File: src/rtl/fg_pkg.sv
// Shared FSM encoding and default timing constants for the function-generator DAC interface.
package fg_pkg;

  typedef enum logic [2:0] {
    IDLE,
    SETUP,
    STROBE,
    HOLD,
    SETTLE
  } fg_state_t;

  localparam int unsigned DEF_SETUP_CYCLES    = 1;
  localparam int unsigned DEF_WR_PULSE_CYCLES = 2;
  localparam int unsigned DEF_SETTLE_CYCLES   = 500;

  function automatic int unsigned max3(input int unsigned a, input int unsigned b,
                                       input int unsigned c);
    int unsigned m;
    m = (a > b) ? a : b;
    return (m > c) ? m : c;
  endfunction

endpackage

File: src/rtl/fg_dac_if_if.sv
// Sample-in / DAC-out signal bundle; dropCount_o exists only with FG_DAC_DROP_COUNT_EN.
interface fg_dac_if_if #(
  parameter int unsigned BITWIDTH = 8
);
  logic                enable_i;
  logic [BITWIDTH-1:0] sample_i;
  logic                sampleValid_i;
  logic [BITWIDTH-1:0] dac_data_o;
  logic                dac_wr_n_o;
  logic                dac_clr_n_o;
  logic                dac_pd_n_o;
  logic                busy_o;
`ifdef FG_DAC_DROP_COUNT_EN
  logic [7:0]          dropCount_o;
`endif

  modport master (
    output enable_i, sample_i, sampleValid_i,
`ifdef FG_DAC_DROP_COUNT_EN
    input  dropCount_o,
`endif
    input  dac_data_o, dac_wr_n_o, dac_clr_n_o, dac_pd_n_o, busy_o
  );

  modport slave (
    input  enable_i, sample_i, sampleValid_i,
`ifdef FG_DAC_DROP_COUNT_EN
    output dropCount_o,
`endif
    output dac_data_o, dac_wr_n_o, dac_clr_n_o, dac_pd_n_o, busy_o
  );
endinterface

File: src/rtl/fg_phase_counter.sv
// Loadable down-counter shared by the SETUP, STROBE and SETTLE phases; done_o when at zero.
module fg_phase_counter #(
  parameter int unsigned WIDTH = 4
) (
  input  logic             clk_i,
  input  logic             rstn_i,
  input  logic             load_i,
  input  logic [WIDTH-1:0] load_val_i,
  output logic             done_o
);
  logic [WIDTH-1:0] cnt;

  always_ff @(posedge clk_i) begin
    if (!rstn_i)          cnt <= '0;
    else if (load_i)      cnt <= load_val_i;
    else if (cnt != '0)   cnt <= cnt - 1'b1;
  end

  assign done_o = (cnt == '0);
endmodule

File: src/rtl/fg_dac_if.sv
// Parallel DAC write sequencer with a one-entry latest-wins pending sample.
// Optional drop counter output enabled by defining FG_DAC_DROP_COUNT_EN.
module fg_dac_if
  import fg_pkg::*;
#(
  parameter int unsigned BITWIDTH        = 8,
  parameter int unsigned SETUP_CYCLES    = DEF_SETUP_CYCLES,
  parameter int unsigned WR_PULSE_CYCLES = DEF_WR_PULSE_CYCLES,
  parameter int unsigned SETTLE_CYCLES   = DEF_SETTLE_CYCLES
) (
  input logic        clk_i,
  input logic        rstn_i,
  fg_dac_if_if.slave bus
);
  localparam int unsigned CW = $clog2(max3(SETUP_CYCLES, WR_PULSE_CYCLES, SETTLE_CYCLES)) + 1;

  fg_state_t           state, state_nxt;
  logic                cnt_load, cnt_done;
  logic [CW-1:0]       cnt_val;
  logic                accept, settle_exit, start_new, start_pend, store_pend, wr_n_nxt;
  logic                pend_valid;
  logic [BITWIDTH-1:0] pend_data, data_r;
  logic                wr_n_r, clr_n_r, pd_n_r;

  fg_phase_counter #(.WIDTH(CW)) u_phase_cnt (
    .clk_i      (clk_i),
    .rstn_i     (rstn_i),
    .load_i     (cnt_load),
    .load_val_i (cnt_val),
    .done_o     (cnt_done)
  );

  always_ff @(posedge clk_i) begin
    if (!rstn_i) state <= IDLE;
    else         state <= state_nxt;
  end

  always_comb begin
    state_nxt = state;
    case (state)
      IDLE:    if (accept) state_nxt = SETUP;
      SETUP:   if (cnt_done) state_nxt = STROBE;
      STROBE:  if (cnt_done) state_nxt = HOLD;
      HOLD:    state_nxt = SETTLE;
      SETTLE:  if (cnt_done) state_nxt = (accept || (pend_valid && bus.enable_i)) ? SETUP : IDLE;
      default: state_nxt = IDLE;
    endcase
  end

  // SETUP loads the full count, so it spans SETUP_CYCLES+1 cycles including the load cycle.
  always_comb begin
    accept      = bus.sampleValid_i && bus.enable_i;
    settle_exit = (state == SETTLE) && cnt_done;
    start_new   = accept && ((state == IDLE) || settle_exit);
    start_pend  = settle_exit && !accept && pend_valid && bus.enable_i;
    store_pend  = accept && !start_new;
    wr_n_nxt    = (state_nxt != STROBE);
    cnt_load    = (state_nxt != state);
    cnt_val     = '0;
    case (state_nxt)
      SETUP:   cnt_val = CW'(SETUP_CYCLES);
      STROBE:  cnt_val = CW'(WR_PULSE_CYCLES - 1);
      SETTLE:  cnt_val = CW'(SETTLE_CYCLES - 1);
      default: cnt_val = '0;
    endcase
  end

  always_ff @(posedge clk_i) begin
    if (!rstn_i) begin
      data_r     <= '0;
      wr_n_r     <= 1'b1;
      clr_n_r    <= 1'b0;
      pd_n_r     <= 1'b1;
      pend_valid <= 1'b0;
      pend_data  <= '0;
    end else begin
      clr_n_r <= 1'b1;
      pd_n_r  <= 1'b1;
      wr_n_r  <= wr_n_nxt;
      if (start_new)       data_r <= bus.sample_i;
      else if (start_pend) data_r <= pend_data;
      if (!bus.enable_i) begin
        pend_valid <= 1'b0;
      end else if (store_pend) begin
        pend_valid <= 1'b1;
        pend_data  <= bus.sample_i;
      end else if (settle_exit) begin
        pend_valid <= 1'b0;
      end
    end
  end

  assign bus.dac_data_o  = data_r;
  assign bus.dac_wr_n_o  = wr_n_r;
  assign bus.dac_clr_n_o = clr_n_r;
  assign bus.dac_pd_n_o  = pd_n_r;
  assign bus.busy_o      = (state != IDLE) || pend_valid;

`ifdef FG_DAC_DROP_COUNT_EN
  // Any accepted strobe while a sample is pending discards that pending sample.
  logic       drop;
  logic [7:0] drop_cnt;

  assign drop = accept && pend_valid;

  always_ff @(posedge clk_i) begin
    if (!rstn_i)                      drop_cnt <= '0;
    else if (drop && drop_cnt != '1)  drop_cnt <= drop_cnt + 8'd1;
  end

  assign bus.dropCount_o = drop_cnt;
`endif
endmodule

File: src/flat_wrapper.sv
// flat-port wrapper written by rule: the top's interface ports become plain ports
module fg_dac_if_flat import fg_pkg::*;
#(
  parameter int unsigned BITWIDTH        = 8,
  parameter int unsigned SETUP_CYCLES    = DEF_SETUP_CYCLES,
  parameter int unsigned WR_PULSE_CYCLES = DEF_WR_PULSE_CYCLES,
  parameter int unsigned SETTLE_CYCLES   = DEF_SETTLE_CYCLES
)
  (clk_i, rstn_i, bus_enable_i, bus_sample_i, bus_sampleValid_i, bus_dac_data_o, bus_dac_wr_n_o, bus_dac_clr_n_o, bus_dac_pd_n_o, bus_busy_o);
  fg_dac_if_if #(.BITWIDTH(BITWIDTH)) bus_i ();
  input logic clk_i;
  input logic rstn_i;
  input wire logic [$bits(bus_i.enable_i)-1:0] bus_enable_i;
  input wire logic [$bits(bus_i.sample_i)-1:0] bus_sample_i;
  input wire logic [$bits(bus_i.sampleValid_i)-1:0] bus_sampleValid_i;
  output wire logic [$bits(bus_i.dac_data_o)-1:0] bus_dac_data_o;
  output wire logic [$bits(bus_i.dac_wr_n_o)-1:0] bus_dac_wr_n_o;
  output wire logic [$bits(bus_i.dac_clr_n_o)-1:0] bus_dac_clr_n_o;
  output wire logic [$bits(bus_i.dac_pd_n_o)-1:0] bus_dac_pd_n_o;
  output wire logic [$bits(bus_i.busy_o)-1:0] bus_busy_o;
  assign bus_i.enable_i = bus_enable_i;
  assign bus_i.sample_i = bus_sample_i;
  assign bus_i.sampleValid_i = bus_sampleValid_i;
  assign bus_dac_data_o = bus_i.dac_data_o;
  assign bus_dac_wr_n_o = bus_i.dac_wr_n_o;
  assign bus_dac_clr_n_o = bus_i.dac_clr_n_o;
  assign bus_dac_pd_n_o = bus_i.dac_pd_n_o;
  assign bus_busy_o = bus_i.busy_o;
  fg_dac_if #(.BITWIDTH(BITWIDTH), .SETUP_CYCLES(SETUP_CYCLES), .WR_PULSE_CYCLES(WR_PULSE_CYCLES), .SETTLE_CYCLES(SETTLE_CYCLES)) u_core (.clk_i(clk_i), .rstn_i(rstn_i), .bus(bus_i));
endmodule
File: config.mk
export PLATFORM = sky130hd
export DESIGN_NAME = fg_dac_if_flat
export DESIGN_NICKNAME = d
export VERILOG_FILES = /design/src/rtl/fg_pkg.sv /design/src/rtl/fg_dac_if_if.sv /design/src/rtl/fg_phase_counter.sv /design/src/rtl/fg_dac_if.sv /design/src/flat_wrapper.sv
export SDC_FILE = /design/constraint.sdc
export NUM_CORES = 1
export LEC_CHECK = 0
export CAP_MARGIN = 20
export CORE_MARGIN = 1
export CORE_UTILIZATION = 45
export CTS_BUF_LIST = sky130_fd_sc_hd__clkbuf_2 sky130_fd_sc_hd__clkbuf_4 sky130_fd_sc_hd__clkbuf_8
export CTS_CLUSTER_DIAMETER = 80
export DETAILED_ROUTE_END_ITERATION = 6
export DONT_BUFFER_PORTS = 1
export PLACE_DENSITY = 0.64
export SKIP_LAST_GASP = 1
export SYNTH_ARGS = -nofsm -noshare
export SYNTH_HDL_FRONTEND = slang
export SYNTH_SLANG_ARGS = --single-unit
File: constraint.sdc
create_clock -name clk_i -period 2.1 [get_ports clk_i]
set_clock_uncertainty 0.05 [all_clocks]
set_input_delay 0.42 -clock clk_i [delete_from_list [all_inputs] [get_ports clk_i]]
set_output_delay 0.42 -clock clk_i [all_outputs]
set_load 0.03 [all_outputs]
==> flow_summary_export.csv <==
group,metric,value,unit
cells_and_area,syn2layout_area_growth,19.8,%
worst_setup_path,rr_worst_depth,6,
run_status,status,"completed",
worst_setup_path,cp_data_required_time,2.20,ns
timing,min_period,2.09,ns
hold_path,whs_endpoint,"u_core.bus.dac_clr_n_o",
worst_setup_path,crit_fanout,5,
global_route,met2_usage,38.3,%
power_and_ir_drop,fin_total_pwr,3.47,mW
die,std_cell_rows,22,
timing,max_freq,0.480,GHz
flow_run,cap_violations,0,
global_route,grt_pass1_wl,7.52,mm
cells_and_area,final_cell_mix,"dfxtp_1 (30), buf_4 (24), a21oi_1 (14)",
worst_setup_path,cp-startpoint,"u_core.u_phase_cnt.cnt[0]",
global_route,grt.total_usage,23.7,%
die,die_w,63.8,um
hold_path,worstHoldStart,"rstn_i",
worst_setup_path,rr_startpoint,"u_core.u_phase_cnt.cnt[0]",
clock_network,clock_sinks,32,
yosys,postSynthAreaPerCell,8.94,um2
route,totalWireLength,4.32,mm
timing,post-route-period-util,99.3,%
route,post-route-drc-count,0,
worst_setup_path,crit_chain,"inv_2 -> ha_4 -> or4b_4 -> or3_4 -> o311ai_4 -> o31ai_1",
route,firstDrtPassIters,4,
die,dieArea,0.00407,mm2
power_and_ir_drop,powerDensity,1690,mW/mm2
yosys,yosysSeqAreaShare,37.3,%
timing,whs,0.107,ns
timing,final_max_slew_viol_count,0,
cells_and_area,n_fill_cell,319,
global_route,met3_usage,5.18,%
timing,worstMarginPinSlew,0.542,ns
worst_setup_path,critical_path_arrival,2.19,ns
clock_network,cts_buffer_depth,2,
cells_and_area,final_common_cell,"dfxtp_1",
power_and_ir_drop,vdd_drop_max,0.000721,V
clock_network,post-cts-setup-buffer-count,0,
yosys,syn_area,0.00172,mm2
hold_path,min_path_cells,0,
timing,setup_viol,0,
placement,io_buffers,0,
placement,place.gp.congestion,0.826,
global_route,grt_pass1_vias,1613,
worst_setup_path,worstSetupPathType,"reg -> reg",
timing,slew_headroom,63.6,%
cells_and_area,multi_input_comb_area,0.00103,mm2
worst_setup_path,startpoint_type,"flip-flop",
yosys,synthCells,192,
cells_and_area,seq_area,643,um2
route,vias,1584,
clock_network,cts_tree,"built",
worst_setup_path,reg2reg_to,"u_core.u_phase_cnt.cnt[6]",
worst_setup_path,slowest_delay,0.49,ns
yosys,synth-seq-cells,32,
placement,dp_hpwl,3.06,mm
route,first_iter_violations,105,
cells_and_area,final_util,56.2,%
hold_path,hold_path_class,"in -> reg",
global_route,antenna_found_initial,0,
clock_network,clock-root-buffer,"clkbuf_8",
clock_network,clkSlewWorstSetupHoldPaths,0.07,ns
die,core,0.00366,mm2
yosys,ys_warn_count,0,
route,antenna_left,0,
worst_setup_path,slowest_stage,"or4b_4",
die,die_h,63.8,um
cells_and_area,antenna_cells,0,
die,start_util,46.9,%
cells_and_area,drive_gt1_share,23.1,%
clock_network,clock_latency,0.28,ns
worst_setup_path,worst_setup_path_end_kind,"flip-flop",
clock_network,htreeDepth,2,
die,io_pins,24,
timing,finalSetupTns,0,ns
yosys,synthesis.nets,205,
global_route,grt_max_degree,30,
timing,grt_setup_unrepaired,"yes",
worst_setup_path,reg2reg_slack,0.01,ns
global_route,globalRouteMet1Util,30.4,%
global_route,grt-ovfl-total,0,
power_and_ir_drop,leakage,0.748,nW
global_route,busiest_layer,"met2",
route,drt-wirelength-per-cell,16.6,um
cells_and_area,num-nets-final,224,
clock_network,cts_buffers,5,
timing,finalHoldViolCount,0,
route,vias_per_cell,6.09,
yosys,synth.distinct_cells,47,
[cell usage after synthesis, drive strengths merged]
cell	count	area, um2
dfxtp	32	641
a21oi	14	70.1
nand3	13	65.1
a21boi	10	75.1
mux2i	10	100
o41ai	10	87.6
o31ai	9	72.6
o21ai	8	40.0
clkbuf	7	26.3
inv	7	26.3
nor2	7	26.3
buf	6	36.3
nand2	5	18.8
nor3	5	25.0
or3	4	25.0
a211o	3	26.3
a31oi	3	18.8
nand2b	3	18.8
nor2b	3	18.8
nor3b	3	22.5
nor4	3	33.8
xor2	3	26.3
a2bb2oi	2	17.5
and2	2	12.5
o311ai	2	35.0
or2	2	12.5
xnor2	2	17.5
and2b	1	7.51
and3	1	6.26
and4	1	8.76
and4b	1	10.0
conb	1	3.75
ha	1	12.5
nand4	1	6.26
nor4b	1	15.0
o211ai	1	7.51
o21a	1	7.51
o22a	1	8.76
o32a	1	10.0
or4	1	7.51
or4b	1	10.0
[what timing repair did]
action / in CTS / in global routing
gates resized for setup: 2 / 4
hold endpoints to repair: 0 / 0
setup endpoints to repair: 7 / 12
gates cloned: 0 / 0
hold buffers: 0 / 0
[metrics by stage]
stage,std cells,area (um2),setup WS (ns)
after floorplan,192,1750,-0.0547
after global placement,252,1940,-0.0734
after detailed placement,252,1940,-0.0719
after CTS,260,2040,0.0234
after global routing,260,2060,-0.0285
final,260,2060,0.0150
[layout make-up]
class | count | share of cell area (%)
multi-input cells | 140 | 50.1
flip-flops and latches | 32 | 31.3
repair buffers | 25 | 9.73
clock buffers | 7 | 4.38
well taps | 48 | 2.92
inverters | 7 | 1.28
clock inverters | 1 | 0.365
[state kept, by name (all words and copies together) (netlist names)]
| name | flops |
|---|---|
| u_core.u_phase_cnt.cnt | 10 |
| u_core.bus.dac_data_o | 8 |
| u_core.pend_data | 8 |
| u_core.state | 3 |
| u_core.bus.dac_clr_n_o | 1 |
| u_core.bus.dac_wr_n_o | 1 |
| u_core.pend_valid | 1 |
[how the worst max path moves through the flow]
stage,end,slack (ns),depth (start not counted)
after floorplan,u_core.u_phase_cnt.cnt[4],-0.05,8
after global placement,u_core.u_phase_cnt.cnt[0],-0.07,5
after detailed placement,u_core.u_phase_cnt.cnt[0],-0.07,5
after CTS,u_core.u_phase_cnt.cnt[6],0.02,6
after global routing,u_core.u_phase_cnt.cnt[6],-0.03,6
final,u_core.u_phase_cnt.cnt[6],0.01,6
[where the power goes]
part           leakage (nW)  internal (mW)  total (mW)  switching (mW)
sequential            0.262          0.757       0.913           0.156
clock                0.0479          0.279       0.508           0.229
combinational         0.438          0.935        2.05            1.12
total                 0.748           1.97        3.47            1.50
[critical path: cells and delay by family, from the launching register on]
kind,cells,cell delay (ns)
DFF,1,0.33
AOI/OAI and AO/OA,2,0.49
buffers and inverters,1,0.07
and+or+nand+nor,2,0.88
adders and majority gates,1,0.14
[routing by layer]
metal  share of wire (%)  routed length (um)
met3                 6.4                 276
met2                  47                2040
met4                 1.1                  46
met1                  45                1960
met5                   0                   0
[cell families (layout without fill, tap and decap cells)]
logic type	count (synthesis)	after routing	share of synthesized area, %
and+or+nand+nor	58	58	20.4
buffers and inverters	20	40	5.18
adders and majority gates	1	1	0.729
other	1	1	0.218
xor gates and xnor gates	5	5	2.55
DFF	32	32	37.3
AOI/OAI and AO/OA	65	65	27.8
muxes	10	10	5.83
Power figures use the tool's default switching activity.
==> patch: new RTL, same settings <==
`BITWIDTH` is set to 8 in 3 places; all go to 10.
--- a/src/rtl/fg_dac_if_if.sv
+++ b/src/rtl/fg_dac_if_if.sv
@@ -2,3 +2,3 @@
 interface fg_dac_if_if #(
-  parameter int unsigned BITWIDTH = 8
+  parameter int unsigned BITWIDTH = 10
 );
--- a/src/rtl/fg_dac_if.sv
+++ b/src/rtl/fg_dac_if.sv
@@ -5,3 +5,3 @@
 #(
-  parameter int unsigned BITWIDTH        = 8,
+  parameter int unsigned BITWIDTH        = 10,
   parameter int unsigned SETUP_CYCLES    = DEF_SETUP_CYCLES,
--- a/src/flat_wrapper.sv
+++ b/src/flat_wrapper.sv
@@ -3,3 +3,3 @@
 #(
-  parameter int unsigned BITWIDTH        = 8,
+  parameter int unsigned BITWIDTH        = 10,
   parameter int unsigned SETUP_CYCLES    = DEF_SETUP_CYCLES,
Interface: changed (resized bus_dac_data_o and bus_sample_i); port bits go from 24 to 28. The function was not compared with the original's and may differ.
==> patch against the original RTL <==
Sequential cell count up 4. Cell area decreased by 3.5%. Wire length is 16% lower. Combinational power down 42%. Area after synthesis about the same. Total power down 20%. Hold slack got worse by 7.5 ps. The run now ends with negative setup slack left. Worst setup slack worse by 99 ps.
==> patch: results <==
group,metric,value,unit
outcome,status,"finished with violations",
outcome,violations,"negative setup slack",
setup_path,rr_worst_depth,7,
setup_path,cpPeakStageDelay,510,ps
logic_synthesis,synth_compound_area_share,18.1,%
layout,num-nonclk-buffers,18,
layout,drive_gt1_share,22.7,%
logic_synthesis,synth_warnings,0,
layout,final-clk-cell-share,5.61,%
setup_path,r2r-start,"u_core.u_phase_cnt.cnt[1]",
power_and_ir_drop,swShare,37.6,%
route,vias,1435,
floorplan,die_w,63.8,um
logic_synthesis,synth_commonest_cells,"36 x dfxtp_1, 24 x o21ai_0, 18 x nand2_1",
setup_path,arrival,2300,ps
setup_path,crit_slowest_cell,"or4b_1",
global_route,grt_util_all_layers,20.0,%
logic_synthesis,synth_fp_nets,211,
setup_path,r2r-end,"u_core.u_phase_cnt.cnt[0]",
place,post-dp-hpwl,2550,um
layout,inv_count,3,
power_and_ir_drop,p_seq,0.000979,W
global_route,grt_max_degree,43,
power_and_ir_drop,power_leakage,0.726,nW
logic_synthesis,netlist_top_cells_area,"dfxtp_1 42%, mux2i_1 7.0%, o21ai_0 7.0%, nand2_1 3.9%, a21oi_1 3.8%",
logic_synthesis,syn_inst,196,
logic_synthesis,ys_seq_area_share,42.0,%
layout,multi_input_cells,142,
power_and_ir_drop,combPwrFrac,42.8,%
clock_network,clock_latency,300,ps
layout,fin_nets,221,
power_and_ir_drop,powerDensity,1400,nW/um2
layout,fillCellCount,345,
logic_synthesis,synth_mux_area_share,6.99,%
place,post-place-ws,-83.9,ps
global_route,grtUsageMet3,8.75,%
timing,setup-tns-final,-250,ps
global_route,use_met2,32.8,%
logic_synthesis,synth_xor_area_share,3.06,%
clock_network,cts-resized-gates,0,
route,via_per_inst,5.63,
layout,seq_share,36.5,%
timing,finalSetupViolCount,6,
logic_synthesis,synthAdderAreaFrac,0.728,%
hold_path,hp-class,"primary input to register",
timing,layout_setup_ws,-83.9,ps
place,dpl_cell_area,1840,um2
global_route,grt.met1_usage,22.8,%
place,gp_congestion,0.757,
global_route,grt_pass1_wl,6200,um
place,post-place-cells,246,
layout,buf_share,6.99,%
logic_synthesis,yosysUniqueCellTypes,45,
setup_path,crit_path_max_fanout,2,
clock_network,clk_pin_slew,80,ps
route,drtIter0Drc,109,
route,post_drt_wl_per_cell,14.3,um
timing,worst_hold_slack,99.7,ps
clock_network,cts_num_sinks,36,
[patch: how the worst max path moves through the flow]
stage	startpoint	to	slack, ps
floorplan	u_core.u_phase_cnt.cnt[6]	u_core.u_phase_cnt.cnt[0]	-200
global placement	u_core.u_phase_cnt.cnt[1]	u_core.u_phase_cnt.cnt[0]	-20
detailed placement	u_core.u_phase_cnt.cnt[1]	u_core.u_phase_cnt.cnt[0]	-80
CTS	u_core.u_phase_cnt.cnt[1]	u_core.u_phase_cnt.cnt[0]	-80
global route	u_core.u_phase_cnt.cnt[0]	u_core.bus.dac_data_o[7]	-150
finish	u_core.u_phase_cnt.cnt[1]	u_core.u_phase_cnt.cnt[0]	-80
[patch: per-layer routing]
| layer | up-vias | routed length [um] |
|---|---|---|
| met1 | 672 | 1550 |
| met3 | 9 | 241 |
| met2 | 37 | 1780 |
| li1 | 717 | - |
| met4 | 0 | 67 |
| met5 | - | 0 |
